===== src/rtl/ex_mem_stage.sv =====
// EX/MEM pipeline register: a 2-entry in-order skid buffer between EX and MEM with an optional
// overflow trap, which is compiled in only when EX_MEM_OVF_TRAP_EN is defined (default: trap logic removed).
module ex_mem_stage #(
    parameter int DATA_WIDTH = 32
) (
    input  logic                  clk,
    input  logic                  rst,
    input  logic                  in_valid,
    output logic                  in_ready,
    input  logic [DATA_WIDTH-1:0] alu_result,
    input  logic                  alu_overflow,
    input  logic                  ovf_check,
    input  logic [4:0]            rd,
    input  logic                  reg_write,
    input  logic                  mem_read,
    input  logic                  mem_write,
    input  logic [DATA_WIDTH-1:0] store_data,
    input  logic [DATA_WIDTH-1:0] pc,
    input  logic                  flush,
    output logic                  out_valid,
    input  logic                  out_ready,
    output logic [DATA_WIDTH-1:0] out_result,
    output logic [DATA_WIDTH-1:0] out_store_data,
    output logic [4:0]            out_rd,
    output logic                  out_reg_write,
    output logic                  out_mem_read,
    output logic                  out_mem_write,
    output logic                  exc_valid,
    output logic [DATA_WIDTH-1:0] epc,
    input  logic                  exc_ack
);
    // state | meaning
    // EMPTY | no beat held, out_valid = 0
    // ONE   | head holds the only beat
    // FULL  | head and tail both hold beats, in_ready = 0
    typedef enum logic [1:0] {EMPTY, ONE, FULL} state_t;

    typedef struct packed {
        logic [DATA_WIDTH-1:0] result;
        logic [DATA_WIDTH-1:0] store_data;
        logic [4:0]            rd;
        logic                  reg_write;
        logic                  mem_read;
        logic                  mem_write;
    } entry_t;

    state_t state;
    entry_t head, tail, incoming;
    logic   trap, accept, deliver;

    always_comb begin
`ifdef EX_MEM_OVF_TRAP_EN
        trap = ovf_check & alu_overflow;
`else
        trap = 1'b0;
`endif
        incoming.result     = alu_result;
        incoming.store_data = store_data;
        incoming.rd         = rd;
        // A trapping beat must not retire any architectural side effect
        incoming.reg_write  = reg_write & ~trap;
        incoming.mem_read   = mem_read  & ~trap;
        incoming.mem_write  = mem_write & ~trap;
    end

    assign accept  = in_valid & in_ready & ~flush;
    assign deliver = out_valid & out_ready;

    always_ff @(posedge clk) begin
        if (rst) begin
            state     <= EMPTY;
            head      <= '0;
            tail      <= '0;
            in_ready  <= 1'b1;
            out_valid <= 1'b0;
        end else if (flush) begin
            state          <= EMPTY;
            head.reg_write <= 1'b0;
            head.mem_read  <= 1'b0;
            head.mem_write <= 1'b0;
            in_ready       <= 1'b1;
            out_valid      <= 1'b0;
        end else begin
            case (state)
                EMPTY: begin
                    if (accept) begin
                        head      <= incoming;
                        state     <= ONE;
                        out_valid <= 1'b1;
                    end
                end
                ONE: begin
                    case ({accept, deliver})
                        2'b11: head <= incoming;
                        2'b10: begin
                            tail     <= incoming;
                            state    <= FULL;
                            in_ready <= 1'b0;
                        end
                        2'b01: begin
                            state          <= EMPTY;
                            out_valid      <= 1'b0;
                            head.reg_write <= 1'b0;
                            head.mem_read  <= 1'b0;
                            head.mem_write <= 1'b0;
                        end
                        default: ;
                    endcase
                end
                FULL: begin
                    if (deliver) begin
                        head     <= tail;
                        state    <= ONE;
                        in_ready <= 1'b1;
                    end
                end
                default: begin
                    state     <= EMPTY;
                    in_ready  <= 1'b1;
                    out_valid <= 1'b0;
                end
            endcase
        end
    end

    assign out_result     = head.result;
    assign out_store_data = head.store_data;
    assign out_rd         = head.rd;
    assign out_reg_write  = head.reg_write;
    assign out_mem_read   = head.mem_read;
    assign out_mem_write  = head.mem_write;

`ifdef EX_MEM_OVF_TRAP_EN
    // First trap wins; an ack coinciding with a new trap hands over to the new one
    always_ff @(posedge clk) begin
        if (rst) begin
            exc_valid <= 1'b0;
            epc       <= '0;
        end else if (accept && trap) begin
            exc_valid <= 1'b1;
            if (!exc_valid || exc_ack) epc <= pc;
        end else if (exc_ack) begin
            exc_valid <= 1'b0;
        end
    end
`else
    logic unused_trap_inputs;
    assign unused_trap_inputs = ovf_check ^ alu_overflow ^ exc_ack ^ (^pc);
    assign exc_valid = 1'b0;
    assign epc       = '0;
`endif

endmodule


===== config.mk =====
export PLATFORM = sky130hd
export DESIGN_NAME = ex_mem_stage
export DESIGN_NICKNAME = d
export VERILOG_FILES = /design/src/rtl/ex_mem_stage.sv
export SDC_FILE = /design/constraint.sdc
export NUM_CORES = 1
export LEC_CHECK = 0
export ABC_AREA = 1
export CAP_MARGIN = 30
export CORE_ASPECT_RATIO = 0.8
export CORE_UTILIZATION = 40
export CTS_CLUSTER_DIAMETER = 60
export DETAILED_ROUTE_END_ITERATION = 8
export PLACE_DENSITY = 0.71
export SYNTH_ARGS = -nofsm -noshare
export SYNTH_HDL_FRONTEND = slang
export SYNTH_SLANG_ARGS = --single-unit

===== constraint.sdc =====
create_clock -name clk -period 2.9 [get_ports clk]
set_clock_uncertainty 0.05 [all_clocks]
set_input_delay 0.58 -clock clk [delete_from_list [all_inputs] [get_ports clk]]
set_output_delay 0.58 -clock clk [all_outputs]
set_load 0.01 [all_outputs]

==> impl_metrics.py, run 1 <==
metrics = {
    "synthesis": {
        "synth_top_cell_by_area": "dfxtp_1",
        "netlist_area_um2": 6940,
        "ys_ff_latch": 148,
        "netlist.area_leader.share": 0.4269,
        "ys_types": 22,
        "synth_area_leaders": "dfxtp_1 (43%), nand2_1 (13%), nor2_1 (12%)",
        "ys.warnings.count": 0,
        "ys_seq_area_frac": 0.4269,
        "syn_inst": 1068,
        "avgSynthCellArea_um2": 6.499,
    },
    "place": {
        "place_inst": 1387,
        "gp_congestion": 0.8048,
        "port_buffers": 150,
        "hpwl_um": 10760,
    },
    "die": {
        "core-area_um2": 16760,
        "initial_core_util": 0.4140,
        "num_rows": 42,
        "pin_count": 219,
        "die_area_um2": 17880,
        "die_x_um": 149.3,
        "die_y_um": 119.8,
    },
    "critical_path": {
        "required_ns": 3.16,
        "start_kind": "flip-flop",
        "path_max_fanout": 35,
        "r2r_slack_ns": 0.69,
        "reg2reg_depth": 11,
        "setup.worst_path.class": "reg -> reg",
        "timing.rr.end": "out_result[21]$_SDFFE_PP0P_",
        "cp-end-kind": "flip-flop",
        "cp_data_arrival_time_ns": 2.47,
        "r2r_start": "state[0]$_SDFFE_PP0P_",
    },
    "hold_path": {
        "hold_end": "tail[25]$_SDFFE_PP0P_",
        "hold_depth": 2,
        "min_from": "tail[25]$_SDFFE_PP0P_",
        "hold_class": "reg -> reg",
    },
    "timing": {
        "slew_headroom": 0.5617,
        "hold_viol": 0,
        "fmax_mhz": 453.3,
        "maxSlewViolCount": 0,
        "period_needed_ns": 2.206,
        "setup_viol": 0,
        "worst_slew_pin_slew_ns": 0.6574,
        "rsz0062_at_grt": "no",
        "fin_setup_tns_ns": 0,
        "min_period_over_period": 0.7608,
    },
    "clock_tree": {
        "cts_buffers": 17,
        "cts_hold_buffers": 0,
        "clk_pin_slew_worst_paths_ns": 0.06,
        "tritoncts": "built",
        "ctsResizeCount": 0,
        "h-tree-depth": 4,
        "cts_buffer_depth": 2,
        "cts_setup_buffers": 0,
        "numClockSinks": 148,
        "clk_latency_ns": 0.41,
        "root_buffer": "clkbuf_16",
    },
    "outcome": {
        "outcome": "finished clean",
    },
    "grt": {
        "grt_pass1_vias": 5915,
        "grt_first_pass_wirelength_um": 28460,
        "grt_max_degree": 89,
        "grtUsageTotal": 0.1995,
        "grt-ovfl-total": 0,
        "antenna_found_initial": 0,
    },
    "detailed_routing": {
        "vias_per_cell": 4.630,
        "via_count": 6566,
        "drcViolationCount": 0,
        "drtPass1Iterations": 4,
        "wire_per_inst_um": 12.11,
        "first_iter_violations": 403,
        "postRouteAntennaNets": 0,
        "wl_um": 17170,
    },
    "layout": {
        "finish.utilization": 0.5446,
        "diodes": 0,
        "final_net_count": 1302,
        "drive_gt1_frac": 0.04257,
        "finalNonFillerCells": 1418,
        "area_delta_synth_final_pct": 31.53,
    },
    "power_and_ir_drop": {
        "leakagePower_nw": 4.125,
        "ir_drop_uv": 394.7,
        "power_density_nw_per_um2": 627.5,
        "finalPower_w": 0.005728,
    },
    "run": {
        "cap_violations": 0,
    },
}
## how the worst max path moves through the flow
stage,startpoint,end,slack [ns],cells past startpoint
after CTS,state[0]$_SDFFE_PP0P_,out_result[21]$_SDFFE_PP0P_,0.68,11
after global placement,flush,tail[29]$_SDFFE_PP0P_,0.50,8
final,state[0]$_SDFFE_PP0P_,out_result[21]$_SDFFE_PP0P_,0.69,11
after global routing,state[1]$_SDFFE_PP0P_,out_store_data[6]$_SDFFE_PP0P_,0.52,11
after detailed placement,flush,tail[47]$_SDFFE_PP0P_,0.44,8
after floorplan,state[0]$_SDFFE_PP0P_,out_result[0]$_SDFFE_PP0P_,1.17,10
## registers in the layout, summed over array words and instances (netlist names)
signal	cells
tail	72
out_mem_write	1
out_valid	1
out_reg_write	1
state	2
out_store_data	32
out_result	32
out_rd	5
in_ready	1
out_mem_read	1
## per-layer routing
metal	track usage	vias to the layer above	part of all wire	wire length (um)
met1	0.2660	2930	0.48	8288
li1	-	3451	-	-
met3	0.04106	16	0.046	788
met4	0.06122	0	0.012	209
met5	0	-	0	0
met2	0.3221	169	0.46	7888
## metrics by stage
step | setup WS (ns) | hold slack (ns) | instance area (um^2)
2_1_floorplan | 1.170 | 0.3745 | 7061
3_3_place_gp | 0.5004 | 0.3820 | 8502
3_5_place_dp | 0.4440 | 0.3864 | 8502
4_1_cts | 0.6751 | 0.3958 | 9129
5_1_grt | 0.5189 | 0.4127 | 9129
6_report | 0.6937 | 0.3934 | 9129
## area by class of cell
class / instances / area, um^2
Fill cell: 1688 / 7635
Multi-Input combinational cell: 729 / 3093
Sequential cell: 148 / 2963
Timing Repair Buffer: 164 / 1694
Clock buffer: 24 / 481.7
Inverter: 126 / 476.7
Tap cell: 220 / 275.3
Clock inverter: 7 / 145.1
## worst max-delay path, cell delays in order (launching register included)
cell      delay, ns
dfxtp_1        0.36
inv_1          0.09
ha_1           0.34
nand2_1        0.41
clkinv_1       0.13
buf_4          0.28
nand2_1        0.12
nand2_1        0.06
inv_1          0.05
nand3_1        0.07
nand2_1        0.09
nor2_1         0.05
## cell families after synthesis
| kind of cell | count (synthesis) | synth area share |
|---|---|---|
| DFF | 148 | 0.4269 |
| and+or+nand+nor | 540 | 0.3092 |
| AOI/OAI and AO/OA | 152 | 0.1103 |
| other | 1 | 0.0005403 |
| buffers and inverters | 223 | 0.1458 |
| adders and majority gates | 4 | 0.007211 |
## synth_stat cells, drive strengths merged
cell	n
a21oi	38
a31oi	2
buf	60
clkbuf	37
clkinv	1
conb	1
dfxtp	148
ha	4
inv	125
nand2	239
nand3	77
nand4	1
nor2	223
o21ai	111
o31ai	1
## power by group
part / total [W] / switching, W / internal (W)
clock: 0.00235 / 0.000842 / 0.00151
sequential: 0.00224 / 0.0000657 / 0.00217
combinational: 0.00114 / 0.000622 / 0.000515
## cell usage in the layout, fill, tap and decap left out, types with 17 or more instances in the layout
master | synthesis | layout
nor2_1 | 220 | 220
nand2_1 | 238 | 237
nand3_1 | 77 | 77
inv_1 | 121 | 120
clkdlybuf4s50_1 | 0 | 150
o21ai_0 | 111 | 111
a21oi_1 | 38 | 38
dfxtp_1 | 148 | 148
clkbuf_16 | 0 | 17
conb_1 | 1 | 33
Note: power is estimated with default switching activity, not from simulation.
==> run 2: changes to the inputs <==
Settings changed: PLACE_DENSITY 0.71 to 0.73.
Clock period 2.9 ns to 2 ns, I/O delays scaled along.
==> impl_metrics.py, run 2 (synthesized netlist as in run 1, its figures left out) <==
metrics = {
    "power_and_ir_drop": {
        "p_sw_w": 0.002241,
        "leakagePower_nw": 4.270,
        "p_comb_frac": 0.213,
        "power.internal_w": 0.006121,
        "power_density_nw_per_um2": 889.4,
        "seqPwrFrac": 0.388,
        "ir_drop_uv": 636.3,
        "clkPwrFrac": 0.399,
        "switching_share": 0.2680,
    },
    "die": {
        "die_y_um": 119.8,
        "die_x_um": 149.3,
        "initial_core_util": 0.4140,
        "core-area_um2": 16760,
        "pin_count": 219,
        "num_rows": 42,
        "die_area_um2": 17880,
    },
    "grt": {
        "grt_first_pass_wirelength_um": 28090,
        "grtUsageTotal": 0.1997,
        "grt-ovfl-total": 0,
        "antenna_found_initial": 0,
        "grt_max_degree": 63,
        "grt_pass1_vias": 5731,
    },
    "layout": {
        "diodes": 0,
        "layout_commonest_cell": "nand2_1",
        "drive_gt1_frac": 0.06076,
        "top_register": "tail",
        "final_net_count": 1321,
        "area_delta_synth_final_pct": 35.46,
        "num-fill-cells": 1615,
        "largest_reg_flops": 72,
        "layout_common_cells": "nand2_1 (237), nor2_1 (220), clkdlybuf4s50_1 (150)",
    },
    "timing": {
        "period_needed_ns": 1.854,
        "hold_viol": 0,
        "min_period_over_period": 0.9272,
        "whs_ns": 0.3928,
        "rsz0062_at_grt": "no",
        "fin_ws_ns": 0.1455,
        "maxSlewViolCount": 0,
        "setup_viol": 0,
        "fmax_mhz": 539.2,
    },
    "critical_path": {
        "timing.rr.end": "out_store_data[18]$_SDFFE_PP0P_",
        "cp_data_arrival_time_ns": 2.11,
        "slowest_delay_ns": 0.38,
        "path_max_fanout": 37,
        "r2r_slack_ns": 0.15,
        "reg2reg_depth": 9,
        "setup.worst_path.class": "reg -> reg",
        "crit_end": "out_store_data[18]$_SDFFE_PP0P_",
        "start_kind": "flip-flop",
        "cp-end-kind": "flip-flop",
        "crit_slowest_cell": "buf_4",
        "required_ns": 2.26,
        "worstPathCellList": "inv_1, ha_1, nand2_1, buf_4, o21ai_0, inv_1, nand3_1, nand2_1, nor2_1",
        "r2r_start": "state[0]$_SDFFE_PP0P_",
        "crit_start": "state[0]$_SDFFE_PP0P_",
    },
    "clock_tree": {
        "clk_pin_slew_worst_paths_ns": 0.06,
        "cts_hold_buffers": 0,
        "cts_buffer_depth": 2,
        "numClockSinks": 148,
        "root_buffer": "clkbuf_16",
        "h-tree-depth": 4,
        "tritoncts": "built",
        "cts_buffers": 17,
        "clk_latency_ns": 0.41,
    },
    "hold_path": {
        "hold_class": "reg -> reg",
        "hold_depth": 2,
    },
    "outcome": {
        "outcome": "finished clean",
    },
    "place": {
        "gp_congestion": 0.8392,
        "hpwl_um": 11700,
        "port_buffers": 150,
        "dp_slack_ns": -0.1654,
    },
    "detailed_routing": {
        "wire_per_inst_um": 12.48,
        "drtPass1Iterations": 5,
        "vias_per_cell": 4.627,
        "first_iter_violations": 517,
        "drcViolationCount": 0,
        "postRouteAntennaNets": 0,
        "wl_um": 17950,
        "via_count": 6654,
    },
    "run": {
        "cap_violations": 0,
    },
}
[run 2: cell types whose count changed in the layout (fill, tap and decap cells not counted), sizes merged]
cell      previous run  this run
buf                 14        32
clkinvlp             1         2
inv                125       124
clkbuf              24        25
clkinv               3         5
bufinv               4         3
[run 2: what timing repair did]
action	CTS	global route
gates resized for setup	0	4
endpoints found under the setup margin	0	56
buffers inserted	0	1
[run 2: layout make-up]
cell class	count	area, um^2	area share
clock inverter	8	121.4	0.01291
tap	220	275.3	0.02928
clock buffer	24	501.7	0.05337
multi-input combinational	729	3098	0.3295
timing repair buffer	183	1962	0.2087
inverter	126	480.5	0.05110
sequential	148	2963	0.3151
[run 2: metrics by stage]
step	utilization	area (um^2)	std cells	power (W)	TNS [ns]
floorplan	-	7061	1100	0.004287	0
global placement	0.5207	8730	1404	0.005045	-5.234
detailed placement	0.5207	8730	1404	0.005070	-8.320
CTS	0.5579	9353	1436	0.008439	0
global route	0.5608	9402	1438	0.008811	0
finish	0.5608	9402	1438	0.008362	0
[run 2: worst max-delay path, delay by kind of cell, from the launching register on]
kind | cells | cell delay (ns)
AO/OA/AOI/OAI | 1 | 0.16
adder cells (fa/ha/maj) | 1 | 0.31
buffers and inverters | 3 | 0.54
flip-flops | 1 | 0.36
AND/OR/NAND/NOR | 4 | 0.30
[run 2: power by group through the flow]
stage	sequential (W)	clock (W)	combinational [W]
finish	0.00325	0.00333	0.00178
floorplan	0.00338	0	0.000911
CTS	0.00325	0.00342	0.00177
global placement	0.00331	0	0.00174
global route	0.00327	0.00356	0.00198
detailed placement	0.00331	0	0.00176
[run 2: worst min path at each step]
stage / start / slack (ns) / to
floorplan: tail[21]$_SDFFE_PP0P_ / 0.37 / tail[21]$_SDFFE_PP0P_
global placement: tail[50]$_SDFFE_PP0P_ / 0.38 / tail[50]$_SDFFE_PP0P_
detailed placement: tail[45]$_SDFFE_PP0P_ / 0.39 / tail[45]$_SDFFE_PP0P_
CTS: tail[45]$_SDFFE_PP0P_ / 0.40 / tail[45]$_SDFFE_PP0P_
global route: tail[49]$_SDFFE_PP0P_ / 0.41 / tail[49]$_SDFFE_PP0P_
finish: tail[34]$_SDFFE_PP0P_ / 0.39 / tail[34]$_SDFFE_PP0P_
[run 2: layer usage]
| metal | track usage | share of wire | vias to the layer above |
|---|---|---|---|
| li1 | - | - | 3487 |
| met5 | 0 | 0 | - |
| met4 | 0.05485 | 0.011 | 0 |
| met1 | 0.2673 | 0.49 | 2975 |
| met2 | 0.3151 | 0.45 | 178 |
| met3 | 0.05285 | 0.051 | 14 |
==> run 3: changes to the inputs <==
Settings changed: SETUP_SLACK_MARGIN set to 0.3, SLEW_MARGIN set to 5.
==> impl_metrics.py, run 3 (synthesized netlist as in run 1, its figures left out) <==
metrics = {
    "outcome": {
        "outcome": "finished clean",
    },
    "detailed_routing": {
        "via_count": 7023,
        "wire_per_inst_um": 14.21,
        "first_iter_violations": 580,
        "vias_per_cell": 4.778,
        "postRouteAntennaNets": 0,
        "drtPass1Iterations": 5,
        "wl_um": 20900,
        "drcViolationCount": 0,
    },
    "layout": {
        "num-fill-cells": 1556,
        "area_delta_synth_final_pct": 46.31,
        "finalNonFillerCells": 1470,
        "layout_common_cells": "nand2_1 (231), nor2_1 (200), dfxtp_1 (146)",
        "final_net_count": 1353,
        "drive_gt1_frac": 0.1160,
        "top_register": "tail",
        "diodes": 0,
        "layout_commonest_cell": "nand2_1",
        "largest_reg_flops": 72,
    },
    "power_and_ir_drop": {
        "switching_share": 0.2795,
        "seqPwrFrac": 0.374,
        "clkPwrFrac": 0.385,
        "p_sw_w": 0.002440,
        "finalPower_w": 0.008731,
        "power.internal_w": 0.006291,
        "p_comb_frac": 0.241,
        "power_density_nw_per_um2": 859.8,
        "ir_drop_uv": 624.6,
        "leakagePower_nw": 4.933,
    },
    "grt": {
        "grt_first_pass_wirelength_um": 30490,
        "grt_max_degree": 63,
        "grtUsageTotal": 0.2204,
        "grt-ovfl-total": 0,
        "antenna_found_initial": 0,
        "grt_pass1_vias": 6098,
    },
    "timing": {
        "setup_viol": 0,
        "maxSlewViolCount": 0,
        "period_needed_ns": 1.744,
        "fmax_mhz": 573.3,
        "min_period_over_period": 0.8721,
        "rsz0062_at_grt": "yes",
        "hold_viol": 0,
    },
    "die": {
        "die_y_um": 119.8,
        "die_area_um2": 17880,
        "core-area_um2": 16760,
        "initial_core_util": 0.4140,
        "num_rows": 42,
        "die_x_um": 149.3,
        "pin_count": 219,
    },
    "clock_tree": {
        "tritoncts": "built",
        "cts_buffers": 17,
        "cts_hold_buffers": 0,
        "numClockSinks": 148,
        "cts_buffer_depth": 2,
        "root_buffer": "clkbuf_16",
        "h-tree-depth": 4,
        "clk_latency_ns": 0.42,
        "clk_pin_slew_worst_paths_ns": 0.07,
    },
    "critical_path": {
        "cp-end-kind": "flip-flop",
        "crit_end": "out_store_data[2]$_SDFFE_PP0P_",
        "crit_start": "in_valid",
        "r2r_start": "state[0]$_SDFFE_PP0P_",
        "start_kind": "input pin",
        "cp_data_arrival_time_ns": 2.02,
        "timing.rr.end": "out_result[19]$_SDFFE_PP0P_",
        "setup.worst_path.class": "in -> reg",
        "r2r_slack_ns": 0.27,
        "required_ns": 2.27,
        "reg2reg_depth": 12,
        "path_max_fanout": 10,
    },
    "place": {
        "hpwl_um": 11700,
        "port_buffers": 150,
        "gp_congestion": 0.8392,
        "place_inst": 1404,
    },
    "run": {
        "cap_violations": 0,
    },
    "hold_path": {
        "hold_class": "reg -> reg",
    },
}
==> run 3: critical path, stage by stage <==
cell and delay (ns):
clkdlybuf4s50_1 0.54, nand3_1 0.17, nand2_2 0.16, nand2_4 0.07, nor2_4 0.12, buf_12 0.12
bufbuf_16 0.26, nand3_1 0.07, nand2_1 0.07, nor2_1 0.04
==> run 3: metal layers <==
| layer | global-route usage | wire [um] |
|---|---|---|
| met1 | 0.2933 | 9632 |
| met2 | 0.3515 | 9578 |
| met3 | 0.04867 | 1349 |
| met4 | 0.07270 | 335 |
| met5 | 0 | 0 |
==> run 3: worst min-delay path by stage <==
stage	from	end	slack (ns)	cells past startpoint
final	tail[34]$_SDFFE_PP0P_	tail[34]$_SDFFE_PP0P_	0.39	2
after global routing	tail[49]$_SDFFE_PP0P_	tail[49]$_SDFFE_PP0P_	0.41	2
after CTS	tail[45]$_SDFFE_PP0P_	tail[45]$_SDFFE_PP0P_	0.40	2
after detailed placement	tail[45]$_SDFFE_PP0P_	tail[45]$_SDFFE_PP0P_	0.39	2
after global placement	tail[50]$_SDFFE_PP0P_	tail[50]$_SDFFE_PP0P_	0.38	2
after floorplan	tail[21]$_SDFFE_PP0P_	tail[21]$_SDFFE_PP0P_	0.37	2
==> run 3: repair_timing <==
item                                    in CTS  in global routing
buffers inserted                            15                  4
endpoints found under the setup margin     218                131
hold endpoints to repair                     0                  0
resized for setup                          120                 61
gates cloned                                 9                  6
pin swaps                                    5                 23
==> run 3: layout make-up <==
| type | count | area [um^2] | area share |
|---|---|---|---|
| clock buffer | 24 | 501.7 | 0.04941 |
| clock inverter | 8 | 121.4 | 0.01195 |
| inverter | 126 | 490.5 | 0.04830 |
| multi-input combinational | 730 | 3326 | 0.3275 |
| sequential | 148 | 2970 | 0.2925 |
| tap | 220 | 275.3 | 0.02711 |
| timing repair buffer | 214 | 2470 | 0.2432 |
==> run 3: metrics by stage <==
step / area [um^2] / util / TNS [ns] / hold slack (ns) / setup slack [ns]
5_1_grt: 10150 / 0.6058 / 0 / 0.4068 / 0.1984
3_5_place_dp: 8730 / 0.5207 / -8.320 / 0.3872 / -0.1654
3_3_place_gp: 8730 / 0.5207 / -5.234 / 0.3814 / -0.1295
6_report: 10150 / 0.6058 / 0 / 0.3932 / 0.2558
2_1_floorplan: 7061 / - / 0 / 0.3745 / 0.2702
4_1_cts: 9804 / 0.5849 / 0 / 0.3968 / 0.2904
==> run 3: power groups by stage <==
stage	sequential, W	combinational (W)	clock [W]
2_1_floorplan	0.00338	0.000911	0
3_3_place_gp	0.00331	0.00174	0
3_5_place_dp	0.00331	0.00176	0
4_1_cts	0.00324	0.00194	0.00342
5_1_grt	0.00329	0.00230	0.00356
6_report	0.00326	0.00211	0.00336
